<file path="config.mk">
export PLATFORM = sky130hd
export DESIGN_NAME = serial_adder
export DESIGN_NICKNAME = d
export VERILOG_FILES = /design/src/rtl/serial_adder_pkg.sv /design/src/rtl/serial_adder_fa.sv /design/src/rtl/serial_adder.sv
export SDC_FILE = /design/constraint.sdc
export NUM_CORES = 1
export LEC_CHECK = 0
export ABC_AREA = 1
export CAP_MARGIN = 40
export CORE_UTILIZATION = 56
export CTS_BUF_LIST = sky130_fd_sc_hd__clkbuf_8
export CTS_CLUSTER_DIAMETER = 40
export DETAILED_ROUTE_END_ITERATION = 10
export MAX_ROUTING_LAYER = met4
export PLACE_DENSITY = 0.86
export SYNTH_ARGS = -nofsm -noshare
export SYNTH_HDL_FRONTEND = slang
export SYNTH_SLANG_ARGS = --single-unit
</file>
<file path="constraint.sdc">
create_clock -name clk -period 2.3 [get_ports clk]
set_clock_uncertainty 0.2 [all_clocks]
set_input_delay 0.23 -clock clk [delete_from_list [all_inputs] [get_ports clk]]
set_output_delay 0.23 -clock clk [all_outputs]
set_load 0.005 [all_outputs]
</file>
<file path="src/rtl/serial_adder_pkg.sv">
//------------------------------------------------------------------------------
// Module  : serial_adder_pkg
// Brief   : Shared constants and state type for the bit-serial adder.
// Revision: 1.0  initial release
//------------------------------------------------------------------------------
`default_nettype none

package serial_adder_pkg;

  // Operand width used when the instantiating design does not override it.
  localparam int DEFAULT_WIDTH = 8;

  // Controller state encodings.
  localparam logic [1:0] ST_IDLE = 2'd0;
  localparam logic [1:0] ST_ADD  = 2'd1;
  localparam logic [1:0] ST_DONE = 2'd2;

  typedef enum logic [1:0] {
    S_IDLE = ST_IDLE,
    S_ADD  = ST_ADD,
    S_DONE = ST_DONE
  } state_e;

endpackage : serial_adder_pkg

`default_nettype wire

</file>
<file path="src/rtl/serial_adder_fa.sv">
//------------------------------------------------------------------------------
// Module  : fullAdder
// Brief   : 1-bit full adder cell, the per-bit datapath of the serial adder.
// Revision: 1.0  initial release
//------------------------------------------------------------------------------
`default_nettype none

module fullAdder (
  output logic cout,
  output logic s,
  input  logic a,
  input  logic b,
  input  logic cin
);

  // Sum is the parity of the three inputs; carry is generate or propagate.
  always_comb begin
    s    = a ^ b ^ cin;
    cout = (a & b) | (cin & (a ^ b));
  end

endmodule : fullAdder

`default_nettype wire

</file>
<file path="src/rtl/serial_adder.sv">
//------------------------------------------------------------------------------
// Module  : serial_adder
// Brief   : Bit-serial adder. Captures a, b, cin on an accepted start, adds one
//           bit per clock LSB-first through a single full-adder cell, then
//           pulses done with {cout,sum} = a + b + cin.
// Revision: 1.0  initial release
//------------------------------------------------------------------------------
`default_nettype none

module serial_adder
  import serial_adder_pkg::*;
#(
  parameter int WIDTH = DEFAULT_WIDTH
) (
  input  logic             clk,
  input  logic             reset,
  input  logic             start,
  input  logic [WIDTH-1:0] a,
  input  logic [WIDTH-1:0] b,
  input  logic             cin,
  output logic             busy,
  output logic             done,
  output logic [WIDTH-1:0] sum,
  output logic             cout
);

  // Counter only needs to represent 0..WIDTH.
  localparam int               CW   = $clog2(WIDTH + 1);
  localparam logic [CW-1:0]    LAST = CW'(WIDTH - 1);

  state_e           state_q, state_d;
  logic [WIDTH-1:0] a_q, a_d;
  logic [WIDTH-1:0] b_q, b_d;
  logic [WIDTH-1:0] sum_q, sum_d;
  logic             carry_q, carry_d;
  logic             cout_q, cout_d;
  logic             busy_q, busy_d;
  logic             done_q, done_d;
  logic [CW-1:0]    cnt_q, cnt_d;

  logic             w_fa_s;
  logic             w_fa_co;

  // Single bit-step datapath: LSBs of both operand shifters plus running carry.
  fullAdder u_fa (
    .cout (w_fa_co),
    .s    (w_fa_s),
    .a    (a_q[0]),
    .b    (b_q[0]),
    .cin  (carry_q)
  );

  // Next-state and datapath update selection for every register.
  always_comb begin
    state_d = state_q;
    a_d     = a_q;
    b_d     = b_q;
    sum_d   = sum_q;
    carry_d = carry_q;
    cout_d  = cout_q;
    busy_d  = busy_q;
    done_d  = done_q;
    cnt_d   = cnt_q;

    case (state_q)
      S_IDLE: begin
        done_d = 1'b0;
        if (start) begin
          a_d     = a;
          b_d     = b;
          carry_d = cin;
          cnt_d   = '0;
          busy_d  = 1'b1;
          state_d = S_ADD;
        end
      end

      S_ADD: begin
        // Result fills from the MSB side so the first (LSB) bit ends at bit 0.
        a_d     = a_q >> 1;
        b_d     = b_q >> 1;
        sum_d   = {w_fa_s, sum_q[WIDTH-1:1]};
        carry_d = w_fa_co;
        cnt_d   = cnt_q + CW'(1);
        if (cnt_q == LAST) begin
          // cout is only updated here so it stays stable outside the add.
          cout_d  = w_fa_co;
          busy_d  = 1'b0;
          done_d  = 1'b1;
          state_d = S_DONE;
        end
      end

      S_DONE: begin
        done_d  = 1'b0;
        state_d = S_IDLE;
      end

      default: begin
        busy_d  = 1'b0;
        done_d  = 1'b0;
        state_d = S_IDLE;
      end
    endcase
  end

  // All state held in one clocked process with synchronous reset.
  always_ff @(posedge clk) begin
    if (reset) begin
      state_q <= S_IDLE;
      a_q     <= '0;
      b_q     <= '0;
      sum_q   <= '0;
      carry_q <= 1'b0;
      cout_q  <= 1'b0;
      busy_q  <= 1'b0;
      done_q  <= 1'b0;
      cnt_q   <= '0;
    end else begin
      state_q <= state_d;
      a_q     <= a_d;
      b_q     <= b_d;
      sum_q   <= sum_d;
      carry_q <= carry_d;
      cout_q  <= cout_d;
      busy_q  <= busy_d;
      done_q  <= done_d;
      cnt_q   <= cnt_d;
    end
  end

  assign busy = busy_q;
  assign done = done_q;
  assign sum  = sum_q;
  assign cout = cout_q;

endmodule : serial_adder

`default_nettype wire

</file>
==> results.md <==
- Status: complete, no violations
- Fin. Hold Viols: 0
- Final hold slack: 271.4 ps
- ANT cells: 0
- Post-layout min period: 1620 ps
- Synthesis-to-layout area growth: 25.21%
- EDFF count, synth: 0
- Routed WL per cell: 11.58 µm
- Reg-to-Reg Start: state_q[0]
- Setup ws final: roughly 680 ps
- Antenna-violating nets left: 0
- Worst EP arrival: 1640 ps
- Worst Hold Class: register to register
- Actual slew at the worst max-slew pin: 583.7 ps
- Clock Root Buffer: clkbuf_8
- Clk_lat worst skew: 280 ps
- Setup bufs post-CTS: 0
- I/O pins: 31
- Util after Layout: approximately 75%
- Via density: 5.039
- Clk pwr share: a little under a third
- Clock sink count: 34
- Seq pwr share: roughly half
- Die H: 53.82 µm
- RSZ-0062 raised after global routing: false
- Fraction of power spent switching nets: a little over a quarter
- Final setup vio count: 0
- First-pass DRT Iterations: 4
- Vias: 1,406
- Core area: 2500 µm²
- Synth Flop Type: dfxtp_1
- Largest net degree at the start of global routing: 27
- Port-buffer cells: 30
- DR iter-0 viols: 23
- Post-Syn Nets: 240
- CP endpoint kind: register
- Hold_buf cts: 0
- Multi-input logic area: 698.2 µm²
- Cell repeated most along the worst path: nand2_1
- Internal: ~940 µW
- Clock buffer depth: 2
- Hold path endpoint: b_q[3]
- Seq/Total Area, Yosys: 45.26%
- Proportion of netlist area held by the largest area contributor: 45.26%
- Critical Path Start Type: register
- Fin Setup TNS: 0 ps
- Fin crit share: 70.44%
- Power share of the combinational group: 17.7%
- Worst flop-to-flop path endpoint: cout
- Die area: 2897 µm²
- Worst vdd ir: 0.0005881 V
- Ranking of synthesized cells by area: dfxtp_1 (45%), nor2_1 (14%), nand2_1 (13%)
- Synth area leader: dfxtp_1
- R2R depth: 6
- Vias in the first global route: 1,170
- Slew margin rel.: 60.99%
- Nets: 271
- Max Clk Rate: 617.3 MHz
- Reg clk slew, reported paths: 60 ps
- Post_cts resized: 0
- FF+latch area: around 700 µm²
- Layout cell share with drive strength beyond 1: ~5.6%
- CTS tree: yes
- DRC: 0
- Number of antenna violations at the first check in global routing: 0
- Chip width: 53.82 µm
- Max Cap Viol: 0
- CP required: 2320 ps
- Final WL: 3231 µm
- Hold wc startpoint: b_q[4]
- Avg Inst Size Synth: 6.899 µm²
- Row cnt: 18
- Netlist cell types: 20
- P_leak: between 0.8 and 0.9 nW
- Most common cell in the netlist: nor2_1
- Synth top cells by count: nor2_1 (58), nand2_1 (51), dfxtp_1 (34)
- WS Path Type: register to register
- Placer Congestion: ~0.77
- Syn. warnings: 0
- Crit path largest cell delay: 460 ps
- Crit-path max FO: 26
- Worst path cell trace: inv_2 > nor2_4 > nand2_1 > nor2_1 > nand2_1 > nand2_1
- PwrDens: 682.5 nW/µm²
- GRT Residual Overflow: 0
- WHS Path Cells: 2
- R2R setup slack: 680 ps
- Number of synthesized register bits: 34
- Initial core utilization: roughly three fifths
- Post-DP HPWL: 2040 µm
- H-tree Lvls: 2
- First-pass GRT wire length: 5057 µm
- GRT Util Overall: about a quarter
- Post-Synthesis Cells: roughly 220
- Synth async-reset ratio: 0%
- Slowest cell on the critical path: nor2_4
- NetSw: around 350 µW
- Clock buffer count from CTS: 5
- Mapped cell area: 1504 µm²
- Pre-CTS WS: 642.4 ps
- Max-slew violations: 0
- Fill count: ~210
[layer usage]
metal / up-vias / routed length (µm) / track usage, %
met4: 0 / 42 / 7.895
met2: 38 / 1532 / 40.95
met5: - / 0 / -
li1: 732 / - / -
met1: 631 / 1495 / 31.41
met3: 5 / 161 / 6.780
[kinds of logic (layout without fill, tap and decap cells)]
group,Yosys count,in the layout,synth area share [%]
flops,34,34,45.26
simple gates,139,139,38.77
fa+ha+maj,2,2,2.163
buf+inv,27,58,8.318
compound gates,16,16,5.490
[final cells by class]
class	count	share of cell area [%]
clock buffer	5	3.654
tap	30	1.993
inverter	18	3.588
multi-input combinational	157	37.08
sequential	34	36.15
timing repair buffer	33	17.14
clock inverter	2	0.3987
[sequential cells by signal, indices dropped and copies added, names as in the netlist]
signal / flops
sum: 8
b_q: 8
cnt_q: 4
busy: 1
state_q: 2
done: 1
a_q: 8
carry_q: 1
cout: 1
[stage by stage]
stage | instances | power [mW] | instance area, µm²
final | 279 | 1.285 | 1883
after global routing | 279 | 1.341 | 1883
after CTS | 279 | 1.287 | 1883
after detailed placement | 272 | 0.8973 | 1807
after global placement | 272 | 0.8916 | 1807
after floorplan | 218 | 0.8054 | 1504
[power by group through the flow]
stage / sequential (mW) / combinational, mW / clock (mW)
after global routing: 0.666 / 0.257 / 0.419
final: 0.661 / 0.227 / 0.397
after floorplan: 0.670 / 0.135 / 0
after detailed placement: 0.673 / 0.225 / 0
after CTS: 0.661 / 0.228 / 0.398
after global placement: 0.672 / 0.220 / 0
[critical path: cells and delay by family (launching register included)]
family	cells	cell delay, ps
simple gates	5	860
buf+inv	1	80
flops	1	420
[cells in the final DEF, fill, tap and decap left out, drive strengths merged]
master         netlist  routed
ha                   1       1
fa                   1       1
clkdlybuf4s50        0      30
nand2               53      53
inv                 18      20
buf                  5       3
nand3b               1       1
nor2                61      61
dfxtp               34      34
o21a                 1       1
nand3               24      24
o21ai               12      12
clkbuf               4       5
a21oi                3       3
[worst max-delay path by stage]
stage | startpoint | to | slack, ps | cells after the start
2_1_floorplan | carry_q | carry_q | 1020 | 5
3_3_place_gp | reset | cnt_q[2] | 680 | 4
3_5_place_dp | reset | cnt_q[2] | 640 | 4
4_1_cts | state_q[0] | cout | 680 | 6
5_1_grt | state_q[0] | cout | 520 | 6
6_report | state_q[0] | cout | 680 | 6
Note: power is estimated with default switching activity, not from simulation.
